[config.mk]
export PLATFORM = sky130hd
export DESIGN_NAME = alu_issue_unit
export DESIGN_NICKNAME = d
export VERILOG_FILES = /design/src/rtl/alu_issue_unit.sv
export SDC_FILE = /design/constraint.sdc
export NUM_CORES = 1
export LEC_CHECK = 0
export ABC_AREA = 1
export BUFFER_PORTS_ARGS = -buffer_cell sky130_fd_sc_hd__buf_2
export CORE_ASPECT_RATIO = 0.6
export CORE_UTILIZATION = 47
export CTS_CLUSTER_DIAMETER = 50
export DETAILED_ROUTE_END_ITERATION = 16
export PLACE_DENSITY = 0.87
export SETUP_SLACK_MARGIN = 0.05
export SKIP_CTS_REPAIR_TIMING = 1
export SLEW_MARGIN = 30
export SYNTH_ARGS = -nofsm -noshare
export SYNTH_HDL_FRONTEND = slang
export SYNTH_SLANG_ARGS = --single-unit
[constraint.sdc]
create_clock -name clk -period 1.79 [get_ports clk]
set_input_delay 0.2685 -clock clk [delete_from_list [all_inputs] [get_ports clk]]
set_output_delay 0.2685 -clock clk [all_outputs]
set_load 0.02 [all_outputs]
[src/rtl/alu_issue_unit.sv]
// Issue front-end for a combinational ALU: decodes a MIPS-style instruction,
// holds the operands for one execute cycle and returns the captured result.
module alu_issue_unit #(
  parameter int CNT_W        = 16,
  parameter bit TRAP_ILLEGAL = 1'b1
) (
  input  logic             clk,
  input  logic             rst,
  input  logic             in_valid,
  output logic             in_ready,
  input  logic [31:0]      in_instr,
  input  logic [31:0]      in_rs,
  input  logic [31:0]      in_rt,
  output logic [3:0]       alu_ctrl,
  output logic [31:0]      alu_a,
  output logic [31:0]      alu_b,
  output logic [31:0]      alu_imm,
  input  logic [31:0]      alu_result,
  input  logic             alu_zero,
  output logic             out_valid,
  input  logic             out_ready,
  output logic [31:0]      out_result,
  output logic             out_zero,
  output logic             out_illegal,
  output logic [CNT_W-1:0] op_count
);

  localparam logic [3:0] OP_ADD = 4'd0;
  localparam logic [3:0] OP_SUB = 4'd1;
  localparam logic [3:0] OP_AND = 4'd2;
  localparam logic [3:0] OP_OR  = 4'd3;
  localparam logic [3:0] OP_XOR = 4'd4;
  localparam logic [3:0] OP_LUI = 4'd5;
  localparam logic [3:0] OP_SLL = 4'd6;
  localparam logic [3:0] OP_SRL = 4'd7;
  localparam logic [3:0] OP_SRA = 4'd8;

  typedef enum logic [1:0] {
    IDLE = 2'd0,
    EXEC = 2'd1,
    RESP = 2'd2
  } state_e;

  typedef struct packed {
    logic        legal;
    logic [3:0]  ctrl;
    logic [31:0] a;
    logic [31:0] b;
  } dec_t;

  function automatic dec_t decode(input logic [31:0] instr,
                                  input logic [31:0] rs,
                                  input logic [31:0] rt);
    dec_t        d;
    logic [31:0] imm_sx;
    logic [31:0] imm_zx;
    logic [31:0] sh_b;
    logic [31:0] rsv_b;
    imm_sx  = {{16{instr[15]}}, instr[15:0]};
    imm_zx  = {16'h0000, instr[15:0]};
    sh_b    = {27'd0, instr[10:6]};
    rsv_b   = {27'd0, rs[4:0]};
    d.legal = 1'b1;
    d.ctrl  = OP_ADD;
    d.a     = rs;
    d.b     = rt;
    case (instr[31:26])
      6'h00: begin
        case (instr[5:0])
          6'h20, 6'h21: d.ctrl = OP_ADD;
          6'h22, 6'h23: d.ctrl = OP_SUB;
          6'h24:        d.ctrl = OP_AND;
          6'h25:        d.ctrl = OP_OR;
          6'h26:        d.ctrl = OP_XOR;
          6'h00: begin d.ctrl = OP_SLL; d.a = rt; d.b = sh_b;  end
          6'h02: begin d.ctrl = OP_SRL; d.a = rt; d.b = sh_b;  end
          6'h03: begin d.ctrl = OP_SRA; d.a = rt; d.b = sh_b;  end
          6'h04: begin d.ctrl = OP_SLL; d.a = rt; d.b = rsv_b; end
          6'h06: begin d.ctrl = OP_SRL; d.a = rt; d.b = rsv_b; end
          6'h07: begin d.ctrl = OP_SRA; d.a = rt; d.b = rsv_b; end
          default: d.legal = 1'b0;
        endcase
      end
      6'h08, 6'h09: begin d.ctrl = OP_ADD; d.b = imm_sx; end
      6'h0C:        begin d.ctrl = OP_AND; d.b = imm_zx; end
      6'h0D:        begin d.ctrl = OP_OR;  d.b = imm_zx; end
      6'h0E:        begin d.ctrl = OP_XOR; d.b = imm_zx; end
      6'h0F:        begin d.ctrl = OP_LUI; d.a = 32'd0; d.b = imm_zx; end
      default:      d.legal = 1'b0;
    endcase
    return d;
  endfunction

  state_e           state_q, state_d;
  logic             in_ready_q, in_ready_d;
  logic             out_valid_q, out_valid_d;
  logic [3:0]       alu_ctrl_q, alu_ctrl_d;
  logic [31:0]      alu_a_q, alu_a_d;
  logic [31:0]      alu_b_q, alu_b_d;
  logic [31:0]      alu_imm_q, alu_imm_d;
  logic [31:0]      out_result_q, out_result_d;
  logic             out_zero_q, out_zero_d;
  logic             out_illegal_q, out_illegal_d;
  logic [CNT_W-1:0] op_count_q, op_count_d;
  dec_t             dec;

  // Register-number fields are resolved upstream; only values arrive here.
  logic unused_instr_bits;
  assign unused_instr_bits = ^in_instr[25:16];

  // Decode the offered instruction.
  always_comb begin
    dec = decode(in_instr, in_rs, in_rt);
  end

  // Next-state and next-output logic.
  always_comb begin
    state_d       = state_q;
    alu_ctrl_d    = alu_ctrl_q;
    alu_a_d       = alu_a_q;
    alu_b_d       = alu_b_q;
    alu_imm_d     = alu_imm_q;
    out_result_d  = out_result_q;
    out_zero_d    = out_zero_q;
    out_illegal_d = out_illegal_q;
    op_count_d    = op_count_q;
    case (state_q)
      IDLE: begin
        if (in_valid) begin
          if (dec.legal) begin
            alu_ctrl_d = dec.ctrl;
            alu_a_d    = dec.a;
            alu_b_d    = dec.b;
            alu_imm_d  = {{16{in_instr[15]}}, in_instr[15:0]};
            state_d    = EXEC;
          end else if (TRAP_ILLEGAL) begin
            out_result_d  = 32'd0;
            out_zero_d    = 1'b0;
            out_illegal_d = 1'b1;
            state_d       = RESP;
          end else begin
            state_d = IDLE;
          end
        end else begin
          state_d = IDLE;
        end
      end
      EXEC: begin
        out_result_d  = alu_result;
        out_zero_d    = alu_zero;
        out_illegal_d = 1'b0;
        state_d       = RESP;
      end
      RESP: begin
        if (out_ready) begin
          op_count_d = op_count_q + {{(CNT_W-1){1'b0}}, 1'b1};
          state_d    = IDLE;
        end else begin
          state_d = RESP;
        end
      end
      default: state_d = IDLE;
    endcase
    // Handshake flags are registered copies of the next state.
    in_ready_d  = (state_d == IDLE);
    out_valid_d = (state_d == RESP);
  end

  // State and output registers with synchronous reset.
  always_ff @(posedge clk) begin
    if (rst) begin
      state_q       <= IDLE;
      in_ready_q    <= 1'b1;
      out_valid_q   <= 1'b0;
      alu_ctrl_q    <= 4'd0;
      alu_a_q       <= 32'd0;
      alu_b_q       <= 32'd0;
      alu_imm_q     <= 32'd0;
      out_result_q  <= 32'd0;
      out_zero_q    <= 1'b0;
      out_illegal_q <= 1'b0;
      op_count_q    <= {CNT_W{1'b0}};
    end else begin
      state_q       <= state_d;
      in_ready_q    <= in_ready_d;
      out_valid_q   <= out_valid_d;
      alu_ctrl_q    <= alu_ctrl_d;
      alu_a_q       <= alu_a_d;
      alu_b_q       <= alu_b_d;
      alu_imm_q     <= alu_imm_d;
      out_result_q  <= out_result_d;
      out_zero_q    <= out_zero_d;
      out_illegal_q <= out_illegal_d;
      op_count_q    <= op_count_d;
    end
  end

  assign in_ready    = in_ready_q;
  assign out_valid   = out_valid_q;
  assign alu_ctrl    = alu_ctrl_q;
  assign alu_a       = alu_a_q;
  assign alu_b       = alu_b_q;
  assign alu_imm     = alu_imm_q;
  assign out_result  = out_result_q;
  assign out_zero    = out_zero_q;
  assign out_illegal = out_illegal_q;
  assign op_count    = op_count_q;

endmodule

* Yosys cells after proc, flatten, opt, wreduce, memory -nomap -nowiden *
Index checks and enable logic that the tools add are counted.

storage, ports and cells
  memories = 0
  ROM bits = 0
  word-level logic and storage cells = 73
  register bits = 138
  bits in latches = 0
  bits in writable memories = 0

operators by class
  div/mod/pow operators = 0
  multipliers = 0
  reduce and logical (&&, ||, !) cells = 18
  multiplexer cells = 20
  $lt $le $gt $ge = 0
  equality and inequality tests = 23
  add/subtract/negate cells = 1
  bitwise logic cells = 0
  shifts and indexed selects = 0

operators by type and width
  operator                 number
  $pmux W32 S2             2
  $pmux W64 S2             1
  $pmux W32 S3             1
  $mux W32                 2
  $eq A6 B6 Y1 const B     7
  $eq A6 B4 Y1 const B     6
  $pmux W4 S7              1
  $pmux W4 S5              1
  $eq A6 B3 Y1 const B     3
  $add A16 B1 Y16 const B  1
  $reduce_or A13 Y1        1
  $eq A6 B2 Y1 const B     2
  $logic_not A6 Y1         2
  $reduce_or A2 Y1         5
  $mux W2                  3
  $pmux W1 S2              3
  $pmux W2 S3              1
  $reduce_and A3 Y1        2
  $reduce_or A3 Y1         2
  $reduce_or A6 Y1         1
  $mux W1                  5
  $eq A2 B2 Y1 const B     2
  $logic_not A2 Y1         2
  $ne A2 B2 Y1 const B     2
  other kinds (4)          4

* Logic depth before layout (Yosys ltp) *
Gate-level depths: netlist of run 1.

  depth after elaboration = 8
  mapped depth = 11

* Worst setup path after synthesis of run 1 *
Ideal clock, no wire load.

  path kind = register to register
  start = register op_count_q[0], in the netlist op_count[0]
  end = register op_count_q[12], in the netlist op_count[12]
  arrival time = 1.517 ns
  cell stages (with the launch flop) = 9
  data required time = 1.674 ns
  period minus slack after synthesis = 1.633 ns
  path slack = 0.157 ns
  setup time = 0.116 ns
  cells stage by stage = dfxtp_1 -> ha_1 -> inv_1 -> nor3_1 -> nand3_1 -> nor2_1 -> nand3_1 -> o21ai_0 -> nor2_1

between the ends
  word-level cells in the longest chain between the ends = 1

RTL lines
  element                 line  source
  start, declared         104   logic [CNT_W-1:0] op_count_q, op_count_d;
  start signal, assigned  182   op_count_q <= {CNT_W{1'b0}};
  start signal, assigned  194   op_count_q <= op_count_d;
  $add A16 B1 Y16         156   op_count_d = op_count_q + {{(CNT_W-1){1'b0}}, 1'b1};

Every way passes these cells.
A chain may end at the register's enable or synchronous reset.

* Worst setup path after layout of run 1 *
  start = register op_count_q[1], in the netlist op_count[1]
  end = register op_count_q[12], in the netlist op_count[12]

The elaborated chain is that of the path after synthesis.

==> flow_summary.json, run 1 <==
{
  "rsz0062_at_grt": "no",
  "worst_ir_drop_vdd_mv": 0.526,
  "finalSetupTns_ns": 0,
  "drt_wl_total_um": 20700,
  "grt_max_degree": 51,
  "timing.rr.end": "op_count[12]$_SDFFE_PP0P_",
  "dp_hpwl_um": 14900,
  "max_clock_freq_mhz": 619,
  "p_int_w": 0.00547,
  "drive_gt1_share_pct": 31.3,
  "critPathLaunchType": "flop",
  "worstRegToRegCells": 8,
  "outcome": "complete, no violations",
  "hold_start": "alu_result[1]",
  "hold_violations": 0,
  "drt_iter0_markers": 481,
  "worstMarginPinSlew_ns": 0.720,
  "netlist_instances": 919,
  "drv_cap": 0,
  "path_cells": "ha_1 > inv_1 > nor3_2 > nand3_1 > nor2_2 > nand3_1 > o21ai_0 > nor2_1",
  "cts_root_buf": "clkbuf_16",
  "slew_headroom_pct": 51.9,
  "h-tree-depth": 4,
  "yosysUniqueCellTypes": 30,
  "cellPowerDensity_nw_per_um2": 862,
  "p_seq_share_pct": 42.8,
  "rrSetupSlack_ns": 0.18,
  "critPathSlowestCell": "dfxtp_1",
  "crit_type": "flop to flop",
  "synth_fp_nets": 1053,
  "fp.coreArea_um2": 13000,
  "max_stage_delay_ns": 0.41,
  "p_sw_w": 0.00189,
  "grt_first_pass_wirelength_um": 31700,
  "clk_latency_ns": 0.42,
  "antenna_found_initial": 1,
  "critPathCaptureType": "flop",
  "fp-row-count": 32,
  "netlist_area_um2": 6320,
  "portBuffers": 274,
  "finClkSkew_ns": 0.0126,
  "cp_common_cell": "nand3_1",
  "yosysSeqAreaShare_pct": 43.7,
  "post-route-period-util_pct": 90.2,
  "timing.critical_path.buf_inv": 1,
  "ant_nets": 0,
  "cts_tree": "yes",
  "whs_endpoint": "out_result[1]$_SDFFE_PP0P_",
  "hold_class": "input port to flop",
  "area_growth_pct": 35.2,
  "clk_path_buf_depth": 2,
  "io_pins": 285,
  "gp_congestion": 0.872,
  "fin_crit_ns": 1.61,
  "grt_pass1_vias": 6319,
  "track_usage_pct": 29.2,
  "cp_max_fo": 4,
  "combPwrFrac_pct": 10.5,
  "leakage_nw": 4.28,
  "ys_seq_elements": 138,
  "crit_required_ns": 2.10,
  "initial_core_util_pct": 48.7,
  "fin_nets": 1307,
  "power_switching_share_pct": 25.7,
  "crit_family": "simple AND/OR/NAND/NOR gates",
  "firstDrtPassIters": 5,
  "r2r-start": "op_count[1]$_SDFFE_PP0P_",
  "arrival_ns": 1.92,
  "viasPerCell": 5.23,
  "cts.sinks": 138,
  "grt.overflow.total": 0,
  "setup-violations-final": 0,
  "post-route-drc-count": 0,
  "vias": 7095,
  "cts-buffers-inserted": 17,
  "clockPowerShare_pct": 46.8,
  "antenna_cells": 0,
  "pre_cts_ws_ns": -0.0215,
  "setup_ws_ns": 0.176,
  "wl_per_cell_um": 15.3,
  "die_h_um": 91.8,
  "ys_warn_count": 0,
  "drv_slew": 0,
  "whs_path_depth": 3,
  "die_area_um2": 13900,
  "avgSynthCellArea_um2": 6.88,
  "clk_pin_slew_ns": 0.06,
  "die_w_um": 152
}
## power groups by stage
stage          Combinational (W)  Sequential, W  Clock [W]
2_1_floorplan           0.000341        0.00327          0
3_3_place_gp            0.000748        0.00321          0
3_5_place_dp            0.000759        0.00321          0
4_1_cts                 0.000763        0.00315    0.00349
5_1_grt                 0.000842        0.00315    0.00363
6_report                0.000771        0.00315    0.00344
## layer usage
layer	up-vias	GRT usage, %	part of all wire, %
li1	3507	-	-
met2	323	44.9	45
met3	26	8.11	8.2
met1	3239	39.7	46
met4	0	8.33	1.5
met5	-	0	0
## worst min-delay path, cell delays in order
cell and delay, ns:
buf_2 0.10, nand2_1 0.05, a21oi_1 0.05
## worst max-delay path by stage
stage	from	end	slack, ns	cells past startpoint
finish	op_count[1]$_SDFFE_PP0P_	op_count[12]$_SDFFE_PP0P_	0.18	8
global route	state_q[0]$_SDFF_PP0_	op_count[15]$_SDFFE_PP0P_	0.06	10
CTS	state_q[0]$_SDFF_PP0_	op_count[15]$_SDFFE_PP0P_	0.06	10
detailed placement	in_instr[31]	alu_a[27]$_SDFFE_PP0P_	-0.02	11
global placement	in_instr[31]	alu_a[28]$_SDFFE_PP0P_	0.01	11
floorplan	op_count[0]$_SDFFE_PP0P_	op_count[12]$_SDFFE_PP0P_	0.16	8
## layout by cell type (no fill, tap or decap), types with 3 or more instances in the layout
cell type | Yosys | layout
nand2_2 | 3 | 3
inv_2 | 5 | 6
nor2_4 | 2 | 3
nand4_1 | 5 | 5
clkinv_2 | 0 | 4
dfxtp_1 | 138 | 137
nor3_2 | 0 | 3
nor2_1 | 36 | 32
clkinv_4 | 0 | 4
nor2_2 | 4 | 7
inv_1 | 58 | 57
o21ai_0 | 40 | 40
clkbuf_16 | 0 | 17
nand2_1 | 261 | 261
nand3_1 | 167 | 165
buf_12 | 0 | 11
buf_4 | 19 | 27
buf_2 | 20 | 273
a21oi_1 | 100 | 100
o22ai_1 | 5 | 5
nand3_2 | 1 | 3
## kinds of logic (layout without fill, tap and decap cells)
group / after synthesis / count (layout) / share of synthesized area, %
and+or+nand+nor: 488 / 488 / 33.6
xor gates and xnor gates: 1 / 1 / 0.139
adders and majority gates: 1 / 1 / 0.198
DFF: 138 / 138 / 43.7
AOI/OAI and AO/OA: 152 / 152 / 12.3
buffers and inverters: 139 / 406 / 10.0
## final cells by class
class                           count  area (um^2)
Fill cell                        1169         4430
Sequential cell                   138         2760
Clock inverter                     14          148
Timing Repair Buffer              311         1790
Inverter                           63          236
Multi-Input combinational cell    642         2970
Tap cell                          170          213
Clock buffer                       18          429
## Yosys cell counts, drive strengths merged
cell    number  share of area (%)
nor2        42                2.9
o22ai        5               0.49
a31oi        2               0.20
ha           1               0.20
xor2         1               0.14
nor3         6               0.65
buf         46                4.5
dfxtp      138                 44
nand3      168                 13
nor3b        1               0.12
a21oi      100                7.9
nand4        5               0.49
nand2      265                 16
inv         63                3.7
o21a         2               0.24
nand3b       1               0.12
o21ai       43                3.5
clkbuf      30                1.8
## flip-flops by register name, summed over array words and instances, names as in the netlist
signal / cells
out_zero: 1
out_illegal: 1
out_result: 32
in_ready: 1
alu_ctrl: 4
state_q: 2
alu_b: 32
alu_imm: 16
alu_a: 32
out_valid: 1
op_count: 16
## stage by stage
step / hold slack, ns / instance area, um^2 / total power, W / utilization, % / instances
after global placement: 0.430 / 7930 / 0.00396 / 61.2 / 1324
final: 0.107 / 8540 / 0.00736 / 65.9 / 1356
after floorplan: 0.418 / 6320 / 0.00361 / - / 919
after detailed placement: 0.443 / 7930 / 0.00397 / 61.2 / 1324
after global routing: 0.0967 / 8540 / 0.00762 / 65.9 / 1356
after CTS: 0.0898 / 8510 / 0.00740 / 65.6 / 1356
(Power assumes the default switching activity.)
==> inputs of run 2 (changes only) <==
--- a/config.mk
+++ b/config.mk
@@ -8,10 +8,10 @@
 export ABC_AREA = 1
 export BUFFER_PORTS_ARGS = -buffer_cell sky130_fd_sc_hd__buf_2
 export CORE_ASPECT_RATIO = 0.6
-export CORE_UTILIZATION = 47
+export CORE_UTILIZATION = 30
 export CTS_CLUSTER_DIAMETER = 50
 export DETAILED_ROUTE_END_ITERATION = 16
-export PLACE_DENSITY = 0.87
+export PLACE_DENSITY = 0.62
 export SETUP_SLACK_MARGIN = 0.05
 export SKIP_CTS_REPAIR_TIMING = 1
 export SLEW_MARGIN = 30
==> run 2 against run 1 <==
  * Global-route usage is 8.9 points lower
  * Register-to-register slack worse by 0.03 ns
  * Sequential power hardly changed
  * Clock skew is 0.0065 ns lower
  * Critical path type unchanged
  * Combinational power hardly changed
  * Critical endpoint is now alu_a[14]$_SDFFE_PP0P_
  * Via count is 1.2% lower
  * Flip-flop and latch count stayed put
  * First-iteration DRC count is 20% lower
==> flow_summary.json, run 2 (synthesis results as in run 1) <==
{
  "outcome": "complete, no violations",
  "firstDrtPassIters": 5,
  "wl_per_cell_um": 15.1,
  "leakage_nw": 4.29,
  "cts_tree": "yes",
  "post-route-period-util_pct": 91.6,
  "fp.coreArea_um2": 20300,
  "initial_core_util_pct": 31.1,
  "max_clock_freq_mhz": 610,
  "cellPowerDensity_nw_per_um2": 854,
  "cts.sinks": 138,
  "fin_nets": 1312,
  "vias": 7009,
  "track_usage_pct": 20.3,
  "final_cell_mix": "buf_2 (273), nand2_1 (261), nand3_1 (165)",
  "setup-violations-final": 0,
  "ant_nets": 0,
  "die_w_um": 189,
  "drt_wl_total_um": 22200,
  "die_area_um2": 21700,
  "clk_latency_ns": 0.42,
  "hold_violations": 0,
  "viasPerCell": 4.78,
  "utilization_pct": 42.9,
  "post-route-drc-count": 0,
  "arrival_ns": 2.00,
  "die_h_um": 114,
  "critPathLaunchType": "flop",
  "drive_gt1_share_pct": 31.6,
  "clk_path_buf_depth": 2,
  "slew_headroom_pct": 46.4,
  "gp_congestion": 0.826,
  "grt.overflow.total": 0,
  "fin_crit_ns": 1.64,
  "cts_root_buf": "clkbuf_16",
  "clk_pin_slew_ns": 0.06,
  "worstMarginPinSlew_ns": 0.804,
  "dp_hpwl_um": 16100,
  "finish.instance_area_um2": 8720,
  "crit_required_ns": 2.15,
  "cp_max_fo": 36,
  "antenna_found_initial": 2,
  "drv_slew": 0,
  "drt_iter0_markers": 384,
  "crit_type": "flop to flop",
  "grt_first_pass_wirelength_um": 34200,
  "cts-buffers-inserted": 17,
  "whs_ns": 0.0941,
  "grt_pass1_vias": 6382,
  "h-tree-depth": 4,
  "rsz0062_at_grt": "yes",
  "fp-row-count": 40,
  "portBuffers": 274,
  "hold_class": "input port to flop",
  "grt_max_degree": 47,
  "area_growth_pct": 37.9,
  "drv_cap": 0,
  "finClkSkew_ns": 0.00615,
  "critPathCaptureType": "flop",
  "final_common_cell": "buf_2",
  "io_pins": 285,
  "worst_ir_drop_vdd_mv": 0.602,
  "placed_area_um2": 8090
}
run 2: final cells by class:
cell class,count,area [um^2]
sequential,138,2760
clock inverter,13,143
tap,273,342
inverter,63,236
clock buffer,19,443
antenna,2,5.00
timing repair buffer,316,1810
multi-input combinational,642,2970
fill,2151,11600
run 2: report_power, final:
part	internal, W	switching (W)	total, W
sequential	0.00312	0.0000274	0.00315
clock	0.00210	0.00143	0.00352
combinational	0.000293	0.000480	0.000773
run 2: stage by stage:
| step | setup slack (ns) | std cells | TNS (ns) | total power [W] |
|---|---|---|---|---|
| 2_1_floorplan | 0.157 | 919 | 0 | 0.00361 |
| 3_3_place_gp | -0.0541 | 1432 | -0.418 | 0.00398 |
| 3_5_place_dp | -0.127 | 1432 | -0.898 | 0.00398 |
| 4_1_cts | 0.0619 | 1464 | 0 | 0.00754 |
| 5_1_grt | 0.0306 | 1464 | 0 | 0.00776 |
| 6_report | 0.150 | 1466 | 0 | 0.00744 |
run 2: path summary, 6_finish.rpt:
check                           slack, ns  cells after the start                     endpoint                startpoint
worst min register to register       0.44                      2     alu_ctrl[1]$_SDFFE_PP0P_  alu_ctrl[1]$_SDFFE_PP0P_
worst max register to register       0.15                      8       alu_a[14]$_SDFFE_PP0P_     state_q[1]$_SDFF_PP0_
worst min-delay path                 0.09                      3  out_result[11]$_SDFFE_PP0P_            alu_result[11]
worst max-delay path                 0.15                      8       alu_a[14]$_SDFFE_PP0P_     state_q[1]$_SDFF_PP0_
run 2: per-layer routing:
metal	vias to the layer above	part of all wire (%)	GRT usage, %
met1	3194	48	28.0
met5	-	0	0
met4	0	1.3	6.67
met3	19	9.7	7.39
met2	277	41	29.1
li1	3519	-	-
run 2: worst max-delay path: stages, from the launching register on:
cell,delay [ns]
dfxtp_1,0.33
buf_4,0.16
nor3_2,0.23
buf_12,0.26
nand2_4,0.13
nor2_4,0.13
buf_12,0.19
nand2_1,0.07
nand2_1,0.06
